[src/rtl/video_timing_pkg.sv]
`default_nettype none
// ============================================================================
// Package  : video_timing_pkg
// Purpose  : Pattern mode encodings, colour-bar table and timing helpers.
// Revision : 1.0
// ============================================================================
package video_timing_pkg;

  localparam logic [1:0] MODE_SOLID = 2'd0;
  localparam logic [1:0] MODE_BARS  = 2'd1;
  localparam logic [1:0] MODE_CHECK = 2'd2;
  localparam logic [1:0] MODE_RAMP  = 2'd3;

  // {R,G,B} on/off flags per bar; index 0 is the leftmost bar (white)
  localparam logic [7:0][2:0] BAR_TABLE = {
    3'b000, 3'b001, 3'b100, 3'b101, 3'b010, 3'b011, 3'b110, 3'b111
  };

  function automatic int calc_total(input int active, input int fp,
                                    input int sync, input int bp);
    return active + fp + sync + bp;
  endfunction

  function automatic int calc_sync_start(input int active, input int fp);
    return active + fp;
  endfunction

  function automatic int calc_sync_end(input int active, input int fp,
                                       input int sync);
    return active + fp + sync;
  endfunction

endpackage
`default_nettype wire

[src/rtl/video_pattern_gen.sv]
`default_nettype none
// ============================================================================
// Module   : video_pattern_gen
// Purpose  : Combinational test-pattern source; zero outside the active area.
// Revision : 1.0
// ============================================================================
module video_pattern_gen
  import video_timing_pkg::*;
#(
  parameter int H_ACTIVE = 1280,
  parameter int V_ACTIVE = 720,
  parameter int CNT_W    = 12,
  parameter int COLOR_W  = 8
) (
  input  logic [CNT_W-1:0]     h,
  input  logic [CNT_W-1:0]     v,
  input  logic [1:0]           mode,
  input  logic [3*COLOR_W-1:0] solid_rgb,
  output logic [3*COLOR_W-1:0] rgb
);

  localparam int               C_BAR_W = H_ACTIVE / 8;
  localparam logic [CNT_W-1:0] C_H_ACT = CNT_W'(H_ACTIVE);
  localparam logic [CNT_W-1:0] C_V_ACT = CNT_W'(V_ACTIVE);

  logic [2:0]         w_bar_idx;
  logic [2:0]         w_bar_flags;
  logic               w_active;
  logic [COLOR_W-1:0] w_ramp;

  // Bar index by threshold chain so no divider is synthesised
  always_comb begin
    w_bar_idx = 3'd0;
    for (int i = 1; i < 8; i++) begin
      if (h >= CNT_W'(i * C_BAR_W)) w_bar_idx = 3'(i);
    end
  end

  assign w_bar_flags = BAR_TABLE[w_bar_idx];
  assign w_active    = (h < C_H_ACT) && (v < C_V_ACT);
  assign w_ramp      = h[COLOR_W+1:2];

  always_comb begin
    rgb = '0;
    if (w_active) begin
      case (mode)
        MODE_SOLID: rgb = solid_rgb;
        MODE_BARS:  rgb = {{COLOR_W{w_bar_flags[2]}},
                           {COLOR_W{w_bar_flags[1]}},
                           {COLOR_W{w_bar_flags[0]}}};
        MODE_CHECK: rgb = {(3*COLOR_W){h[5] ^ v[5]}};
        MODE_RAMP:  rgb = {3{w_ramp}};
      endcase
    end
  end

endmodule
`default_nettype wire

[src/rtl/hdmi_timing_pattern_gen.sv]
`default_nettype none
// ============================================================================
// Module   : hdmi_timing_pattern_gen
// Purpose  : Parametrised video timing generator with registered pattern out.
// Revision : 1.0
// ============================================================================
module hdmi_timing_pattern_gen
  import video_timing_pkg::*;
#(
  parameter int H_ACTIVE = 1280,
  parameter int H_FP     = 110,
  parameter int H_SYNC   = 40,
  parameter int H_BP     = 220,
  parameter int V_ACTIVE = 720,
  parameter int V_FP     = 5,
  parameter int V_SYNC   = 5,
  parameter int V_BP     = 20,
  parameter bit HS_POL   = 1'b1,
  parameter bit VS_POL   = 1'b1,
  parameter int CNT_W    = 12,
  parameter int COLOR_W  = 8
) (
  input  logic                 clock,
  input  logic                 reset_n,
  input  logic                 enable,
  input  logic [1:0]           mode,
  input  logic [3*COLOR_W-1:0] solid_rgb,
  output logic                 hsync,
  output logic                 vsync,
  output logic                 data_enable,
  output logic [3*COLOR_W-1:0] rgb_data,
  output logic [CNT_W-1:0]     pix_x,
  output logic [CNT_W-1:0]     pix_y,
  output logic                 frame_start,
  output logic                 line_start
);

  localparam int C_H_TOTAL = calc_total(H_ACTIVE, H_FP, H_SYNC, H_BP);
  localparam int C_V_TOTAL = calc_total(V_ACTIVE, V_FP, V_SYNC, V_BP);

  localparam logic [CNT_W-1:0] C_H_LAST   = CNT_W'(C_H_TOTAL - 1);
  localparam logic [CNT_W-1:0] C_V_LAST   = CNT_W'(C_V_TOTAL - 1);
  localparam logic [CNT_W-1:0] C_H_ACT    = CNT_W'(H_ACTIVE);
  localparam logic [CNT_W-1:0] C_V_ACT    = CNT_W'(V_ACTIVE);
  localparam logic [CNT_W-1:0] C_HS_START = CNT_W'(calc_sync_start(H_ACTIVE, H_FP));
  localparam logic [CNT_W-1:0] C_HS_END   = CNT_W'(calc_sync_end(H_ACTIVE, H_FP, H_SYNC));
  localparam logic [CNT_W-1:0] C_VS_START = CNT_W'(calc_sync_start(V_ACTIVE, V_FP));
  localparam logic [CNT_W-1:0] C_VS_END   = CNT_W'(calc_sync_end(V_ACTIVE, V_FP, V_SYNC));

  logic [CNT_W-1:0]     r_h;
  logic [CNT_W-1:0]     r_v;
  logic [1:0]           r_mode;
  logic [3*COLOR_W-1:0] r_solid;

  logic                 r_hsync;
  logic                 r_vsync;
  logic                 r_de;
  logic [3*COLOR_W-1:0] r_rgb;
  logic [CNT_W-1:0]     r_pix_x;
  logic [CNT_W-1:0]     r_pix_y;
  logic                 r_frame_start;
  logic                 r_line_start;

  logic                 w_origin;
  logic                 w_h_wrap;
  logic [1:0]           w_mode;
  logic [3*COLOR_W-1:0] w_solid;
  logic                 w_hs_act;
  logic                 w_vs_act;
  logic                 w_de;
  logic [3*COLOR_W-1:0] w_rgb;

  assign w_origin = (r_h == '0) && (r_v == '0);
  assign w_h_wrap = (r_h == C_H_LAST);
  // At the origin the fresh inputs are used so pixel (0,0) already shows the new frame's pattern
  assign w_mode   = w_origin ? mode      : r_mode;
  assign w_solid  = w_origin ? solid_rgb : r_solid;
  assign w_hs_act = (r_h >= C_HS_START) && (r_h < C_HS_END);
  assign w_vs_act = (r_v >= C_VS_START) && (r_v < C_VS_END);
  assign w_de     = (r_h < C_H_ACT) && (r_v < C_V_ACT);

  video_pattern_gen #(
    .H_ACTIVE (H_ACTIVE),
    .V_ACTIVE (V_ACTIVE),
    .CNT_W    (CNT_W),
    .COLOR_W  (COLOR_W)
  ) u_pattern (
    .h         (r_h),
    .v         (r_v),
    .mode      (w_mode),
    .solid_rgb (w_solid),
    .rgb       (w_rgb)
  );

  always_ff @(posedge clock or negedge reset_n) begin
    if (!reset_n) begin
      r_h           <= '0;
      r_v           <= '0;
      r_mode        <= MODE_SOLID;
      r_solid       <= '0;
      r_hsync       <= ~HS_POL;
      r_vsync       <= ~VS_POL;
      r_de          <= 1'b0;
      r_rgb         <= '0;
      r_pix_x       <= '0;
      r_pix_y       <= '0;
      r_frame_start <= 1'b0;
      r_line_start  <= 1'b0;
    end else if (!enable) begin
      r_h           <= '0;
      r_v           <= '0;
      r_hsync       <= ~HS_POL;
      r_vsync       <= ~VS_POL;
      r_de          <= 1'b0;
      r_rgb         <= '0;
      r_pix_x       <= '0;
      r_pix_y       <= '0;
      r_frame_start <= 1'b0;
      r_line_start  <= 1'b0;
    end else begin
      if (w_origin) begin
        r_mode  <= mode;
        r_solid <= solid_rgb;
      end
      r_h <= w_h_wrap ? '0 : r_h + 1'b1;
      if (w_h_wrap) r_v <= (r_v == C_V_LAST) ? '0 : r_v + 1'b1;
      r_hsync       <= w_hs_act ? HS_POL : ~HS_POL;
      r_vsync       <= w_vs_act ? VS_POL : ~VS_POL;
      r_de          <= w_de;
      r_rgb         <= w_rgb;
      r_pix_x       <= r_h;
      r_pix_y       <= r_v;
      r_frame_start <= w_origin;
      r_line_start  <= (r_h == '0);
    end
  end

  assign hsync       = r_hsync;
  assign vsync       = r_vsync;
  assign data_enable = r_de;
  assign rgb_data    = r_rgb;
  assign pix_x       = r_pix_x;
  assign pix_y       = r_pix_y;
  assign frame_start = r_frame_start;
  assign line_start  = r_line_start;

endmodule
`default_nettype wire

[config.mk]
export PLATFORM = sky130hd
export DESIGN_NAME = hdmi_timing_pattern_gen
export DESIGN_NICKNAME = d
export VERILOG_FILES = /design/src/rtl/video_timing_pkg.sv /design/src/rtl/video_pattern_gen.sv /design/src/rtl/hdmi_timing_pattern_gen.sv
export SDC_FILE = /design/constraint.sdc
export NUM_CORES = 1
export LEC_CHECK = 0
export ABC_AREA = 1
export BUFFER_PORTS_ARGS = -buffer_cell sky130_fd_sc_hd__buf_2
export CAP_MARGIN = 10
export CORE_MARGIN = 5
export CORE_UTILIZATION = 51
export DETAILED_ROUTE_END_ITERATION = 8
export GPL_TIMING_DRIVEN = 0
export PLACE_DENSITY = 0.88
export SLEW_MARGIN = 5
export SYNTH_ARGS = -nofsm -noshare
export SYNTH_HDL_FRONTEND = slang
export SYNTH_SLANG_ARGS = --single-unit
[constraint.sdc]
create_clock -name clock -period 2 [get_ports clock]
set_input_delay 0.5 -clock clock [delete_from_list [all_inputs] [get_ports clock]]
set_output_delay 0.5 -clock clock [all_outputs]
set_load 0.01 [all_outputs]
# Yosys cells after proc, flatten, opt, wreduce, memory -nomap -nowiden
# Memories as Yosys holds them, arrays and structs flattened.
# Index checks and enable logic that the tools add are counted.
classes:
  n_addsub: 2
  n_lt_le_gt_ge: 14
  n_eq_ne: 6
  muxes: 27
  bitwise: 1
  reduce_logical: 7
op_table:
  columns: ["op", "n"]
  rows:
  - ["24-bit case mux with 4 select lines", 1]
  - ["12-bit 2-to-1 mux", 7]
  - ["24-bit 2-to-1 mux", 3]
  - ["12-bit by 10-bit greater-or-equal comparator with 1-bit output, second input constant", 4]
  - ["12-bit by 1-bit adder with 12-bit output, second input constant", 2]
  - ["12-bit by 11-bit greater-or-equal comparator with 1-bit output, second input constant", 2]
  - ["12-bit by 9-bit greater-or-equal comparator with 1-bit output, second input constant", 2]
  - ["12-bit logical NOT", 2]
  - ["12-bit by 10-bit < comparator with 1-bit output, second input constant", 2]
  - ["12-bit by 11-bit < comparator with 1-bit output, second input constant", 2]
  - ["3-bit 2-to-1 mux", 5]
  - ["12-bit by 10-bit == test with 1-bit output, second input constant", 1]
  - ["12-bit by 11-bit == test with 1-bit output, second input constant", 1]
  - ["12-bit by 8-bit greater-or-equal comparator with 1-bit output, second input constant", 1]
  - ["1-bit 2-to-1 mux", 8]
  - ["2-bit 2-to-1 mux", 3]
  - ["2-bit == test, second input constant", 2]
  - ["1-bit logical AND", 4]
  - ["3-bit by 4-bit < comparator with 1-bit output, second input constant", 1]
  - ["2-bit by 1-bit == test with 1-bit output, second input constant", 1]
  - ["2-bit logical NOT", 1]
  - ["2-bit by 1-bit != test with 1-bit output, second input constant", 1]
  - ["1-bit bitwise XOR", 1]
totals:
  reg_bits: 103
  mem_bits_ro: 24
  input_bits: 29
  output_inout_bits: 53
  mem_count: 1
mem_list:
  columns: ["memory", "depth", "word_bits", "rd", "rd_clocked_by_memory_dff", "write_ports", "line_no", "source"]
  rows:
  - ["(no name shown)", 8, 3, 1, 0, 0, "video_pattern_gen.sv:39", "assign w_bar_flags = BAR_TABLE[w_bar_idx];"]

# Longest topological paths before layout
logic_depth:
  word_depth: 13
  mapped_depth: 15

# Modules after synthesis
# From an unflattened synthesis, not the netlist that was laid out.
unflattened:
  hier_cells: 773
  area_unflattened_um2: 5615.4
modules_own_cells:
  columns: ["module", "instances", "cells_per_inst", "area_each_um2", "seq_area_each_um2"]
  rows:
  - ["hdmi_timing_pattern_gen", 1, 628, 4914.7, 2577.5]
  - ["video_pattern_gen", 1, 145, 700.7, 0.0]

# Worst setup path after synthesis
# Ideal clock, no wire load.
synth_path:
  path_kind: "register -> register"
  from: "register r_v[0]"
  to: "register r_rgb[8] (netlist: rgb_data[8])"
  setup_ns: 0.120
  arrival_time_ns: 1.748
  t_required_ns: 1.880
  slack_ns: 0.132
  stages_incl_launch_ff: 15
  synth_period_minus_slack_ns: 1.868
  path_cell_list: "dfrtp_1 inv_1 ha_1 nand2_1 nor2_1 nand2_1 nor2_2 nand2_4 nand2_4 nand2_4 inv_4 nand2_4 buf_6 o21ai_0 nor2_1"
synth_between:
  elab_chain_len: 7
  elab_cells_between_ends: 13
  cone_classes: "order compare: 1; eq/ne: 3; mux: 5; reduce/logical: 4"
synth_lines:
  columns: ["item", "line_no", "source"]
  rows:
  - ["start, declared", "hdmi_timing_pattern_gen.sv:51", "logic [CNT_W-1:0] r_v;"]
  - ["start signal, assigned", "hdmi_timing_pattern_gen.sv:126", "if (w_h_wrap) r_v <= (r_v == C_V_LAST) ? '0 : r_v + 1'b1;"]
  - ["12-bit logical NOT", "hdmi_timing_pattern_gen.sv:73", "assign w_origin = (r_h == '0) && (r_v == '0);"]
  - ["1-bit logical AND", "hdmi_timing_pattern_gen.sv:73", null]
  - ["2-bit 2-to-1 mux", null, null]
  - ["2-bit == test (tied with other cells)", "video_pattern_gen.sv:46", "case (mode)"]
  - ["24-bit case mux with 4 select lines", "video_pattern_gen.sv:46", null]
  - ["24-bit 2-to-1 mux (*)", "video_pattern_gen.sv:45", "if (w_active) begin"]
  - ["24-bit 2-to-1 mux (*)", "hdmi_timing_pattern_gen.sv:109", "end else if (!enable) begin"]
  - ["end signal, assigned", "hdmi_timing_pattern_gen.sv:130", "r_rgb <= w_rgb;"]
  - ["end, declared", "hdmi_timing_pattern_gen.sv:58", "logic [3*COLOR_W-1:0] r_rgb;"]
# Mark *: on every way between the ends. The rest lies on a longest branch, timed or not.
# A chain may end at the register's enable or synchronous reset.

# Worst setup path in the final report
layout_path:
  from: "register r_h[1]"
  to: "register r_rgb[4] (netlist: rgb_data[4])"
layout_between:
  elab_chain_len: 13
  elab_cells_between_ends: 29
  cone_classes: "order compare: 8; eq/ne: 3; mux: 13; reduce/logical: 4; memory: 1"
layout_lines:
  columns: ["item", "line_no", "source"]
  rows:
  - ["start, declared", "hdmi_timing_pattern_gen.sv:50", "logic [CNT_W-1:0] r_h;"]
  - ["start signal, assigned", "hdmi_timing_pattern_gen.sv:125", "r_h <= w_h_wrap ? '0 : r_h + 1'b1;"]
  - ["12-bit by 8-bit greater-or-equal comparator with 1-bit output", "video_pattern_gen.sv:35", "if (h >= CNT_W'(i * C_BAR_W)) w_bar_idx = 3'(i);"]
  - ["1-bit 2-to-1 mux", "video_pattern_gen.sv:35", null]
  - ["2-bit 2-to-1 mux (2 in a row)", "video_pattern_gen.sv:35", null]
  - ["3-bit 2-to-1 mux (4 in a row)", "video_pattern_gen.sv:35", null]
  - ["memory read 8 x 3 bit", null, null]
  - ["3-bit 2-to-1 mux (not written as such)", "video_pattern_gen.sv:39", null]
  - ["24-bit case mux with 4 select lines", "video_pattern_gen.sv:46", null]
  - ["24-bit 2-to-1 mux (*)", "video_pattern_gen.sv:45", null]
  - ["24-bit 2-to-1 mux (*)", "hdmi_timing_pattern_gen.sv:109", null]
# Mark *: on every way between the ends. The rest lies on a longest branch, timed or not. The select of a mux whose other input is x is not followed.

==> results.md <==
- Simple-gate area share of the yosys netlist: 29.25%
- CTS Buf Count: 9
- R2R depth: 14
- Post-synthesis sequential area ratio: 49.67%
- DR pass1 iterations: 6
- First-pass GRT wire length: 22.40 mm
- Pwr Total: just under 6 mW
- Core Rows: 36
- Setup crit start kind: flop
- DRC: 0
- Rel. slew slack: 61.40%
- Final instance area: 6523 um^2
- CP max FO: 6
- EDFF count, synth: 0
- Final setup TNS: -1.248 ns
- Largest net degree at the start of global routing: 71
- Register area: 2585 um^2
- Root Buffer: clkbuf_8
- Final Max Slew Viols: 0
- Io pins: 82
- Port Buffers: 81
- Core ar.: slightly below 10000 um^2
- Fmax: roughly 480 MHz
- Clock latency at the later pin of the worst-skew pair: roughly 0.39 ns
- DP Area: 5791 um^2
- Crit path max-delay cell type: dfrtp_1
- Crit path buffers/inverters: 3
- Most used DFF post-synth: dfrtp_1
- Syn. warnings: 0
- Die width: 110.9 um
- Area of the multi-input gates: 2387 um^2
- Final Net Count: 825
- Tcrit/Tclk final: 105.2%
- Failing checks: negative setup slack
- Post-synthesis xor/xnor area fraction: 1.688%
- Synth Net Count: 703
- Worst EP arrival: 2.39 ns
- Maxcap violations: 0
- Critical path's top delay family: simple AND/OR/NAND/NOR gates
- Sequential power share: 44.1%
- Hold WC Path Type: input pin to async pin
- Detailed router's first-iteration violation count: 554
- R2r startpoint: r_h[1]$_DFF_PN0_
- Non-Filler Instances: 927
- Vias after detailed routing: ~5000
- Worst path depth: 14
- Post-Route Utilization: 66.12%
- Die H: 110.9 um
- Flop2flop setup slack: -0.10 ns
- Vias in the first global route: 4704
- Tot GR Track Use: between 20% and 30%
- Clk pin slew, worst setup/hold paths: ~0.1 ns
- Minimum clock period: approximately 2.1 ns
- Fraction of layout cells with a size suffix above 1: 29.22%
- WL final: 15.00 mm
- Fraction of registers with async set/reset: 100.0%
- Endpoint type of the worst setup path: flop
- Via/cell ratio: 5.437
- Post-CTS Hold Buffers: 0
- Post-DRT Antenna Nets: 0
- Clock buffer depth: 2
- Worst R2R End: rgb_data[4]$_DFF_PN0_
- Synth cell types: 35
- Area grow syn2layout: 25.71%
- Syn Area/Cell: about 7.8 um^2
- CP Class: flop to flop
- Leakage: 3.542 nW
- Register bit total from synthesis: 103
- Peak supply drop: between 0.4 and 0.5 mV
- Mapped Cells: 667
- Mapped cell area: 5189 um^2
- Sw frac: 37.22%
- Data required, critical path: 2.28 ns
- P per Cell Area: 913.1 nW/um^2
- Switching power: 2.217 mW
- RSZ-0062 raised after global routing: true
- Comb pwr share: 34.5%
- Worst Tran Pin Value: slightly below 0.6 ns
- # diodes: 0
- DR WL/cell: about 16 um
- Setup WS pre-CTS: -0.1871 ns
- Filler cells: 770
- Status: complete, but fails checks
- Initial core utilization: 52.60%
- Final Hold Viols: 0
- Clock Sinks: roughly 100
- Crit-path cells: inv_2 > ha_4 > nand3_2 > nor2_1 > nand2_1 > nor2_4 > nand2_2 > nand2_8 > clkinv_8 > nand2_8 > buf_6 > nand3_4 > nor2_4 > nor2_2
- Initial antenna violation count: 0
- Clock skew: 0.01914 ns
- CTS tree: yes
- Compound-Gate Fraction of Synth Area: 8.175%
- Final setup margin: -0.1042 ns
- Largest family of logic cells by synthesized area: simple AND/OR/NAND/NOR gates
- Gr ovfl total: 0
- Worst hold slack: 0.04960 ns
- Adder-Cell Fraction of Synth Area: 1.688%
- H-tree levels: 3
- CP max stage delay: 0.42 ns
- Placed cells: approximately 900
- Die Area: 12290 um^2
- Setup violations, final: 22
- Post-synthesis mux area share: 0%
- Clock Power Share: between 20% and 30%
- Int Power: 3.739 mW
- Placer Congestion: 0.9303
- Post-DP HPWL: roughly 9.0 mm
-- worst max-delay path by stage --
stage | from | endpoint
CTS | r_v[0]$_DFFE_PN0P_ | rgb_data[2]$_DFF_PN0_
global placement | reset_n | frame_start$_DFF_PN0_
finish | r_h[1]$_DFF_PN0_ | rgb_data[4]$_DFF_PN0_
global route | r_h[1]$_DFF_PN0_ | rgb_data[16]$_DFF_PN0_
floorplan | r_v[0]$_DFFE_PN0P_ | rgb_data[8]$_DFF_PN0_
detailed placement | r_v[0]$_DFFE_PN0P_ | rgb_data[22]$_DFF_PN0_
-- Yosys cell counts, types with 2 or more instances --
master,number,share of area (%)
nor2_1,166,12
nand2_1,123,8.9
dfrtp_1,103,50
inv_1,82,5.9
o21ai_0,41,4.0
nand3_1,31,3.0
o21ai_1,20,1.9
nor3_1,11,1.1
buf_2,9,0.87
xor2_1,9,1.5
clkbuf_1,8,0.58
ha_1,7,1.7
buf_6,6,1.3
inv_2,6,0.43
nand2_2,5,0.60
nand2_4,5,1.1
a21oi_1,4,0.39
nand4_1,4,0.48
nor2_4,4,0.87
nor2_2,3,0.36
o31ai_1,3,0.43
a2111oi_0,2,0.34
buf_1,2,0.14
nor4_1,2,0.24
-- cell type report --
cell class	instances	area share, %
Buffer	25	2.801
Clock buffer	11	2.168
Clock inverter	5	0.7098
Inverter	89	5.314
Multi-Input combinational cell	451	36.60
Sequential cell	103	39.63
Tap cell	133	2.551
Timing Repair Buffer	110	10.22
-- cells in the final DEF, fill, tap and decap left out, drive strengths merged --
| master | netlist | layout |
|---|---|---|
| nand2 | 133 | 135 |
| a2111oi | 3 | 3 |
| o21ai | 61 | 61 |
| and3 | 1 | 1 |
| nor3 | 12 | 12 |
| xor2 | 9 | 9 |
| nor4 | 2 | 2 |
| a311oi | 1 | 1 |
| a211oi | 1 | 1 |
| nor2 | 173 | 173 |
| o31ai | 3 | 3 |
| a21oi | 4 | 4 |
| a31oi | 1 | 1 |
| nand4 | 4 | 4 |
| xnor2 | 1 | 1 |
| inv | 89 | 92 |
| dfrtp | 103 | 103 |
| ha | 7 | 7 |
| o41ai | 1 | 1 |
| clkinv | 0 | 2 |
| clkbuf | 8 | 20 |
| nand3 | 32 | 32 |
| buf | 18 | 126 |
-- repair_timing --
item	4_1_cts	5_1_grt
gates resized for setup	30	72
pin swaps	15	37
buffers inserted	15	10
endpoints found under the setup margin	44	60
gates cloned	2	3
-- state kept, by name, indices dropped and copies added (netlist names), 2 cells and up --
signal    flops
r_mode        2
r_h          12
pix_y        12
r_v          12
r_solid      24
rgb_data     24
pix_x        12
-- routing by layer --
layer	vias to the layer above	global-route usage, %	wire length (um)
met1	2344	28.53	5890
met2	315	38.27	7267
met4	0	9.195	585
li1	2307	-	-
met5	-	0	0
met3	74	2.620	1260
-- power groups by stage --
stage / clock network, mW / registers (mW) / logic, mW
2_1_floorplan: 0 / 2.70 / 0.963
5_1_grt: 1.37 / 2.66 / 2.25
3_5_place_dp: 0 / 2.65 / 1.53
6_report: 1.27 / 2.63 / 2.06
3_3_place_gp: 0 / 2.64 / 1.48
4_1_cts: 1.28 / 2.61 / 1.72
-- kinds of logic (layout without fill, tap and decap cells) --
family,Yosys count,after routing
buffers and inverters,115,240
xor gates and xnor gates,10,10
DFF,103,103
AOI/OAI and AO/OA,75,75
and+or+nand+nor,357,359
adders and majority gates,7,7
No activity file was read; power rests on OpenSTA's default activity.
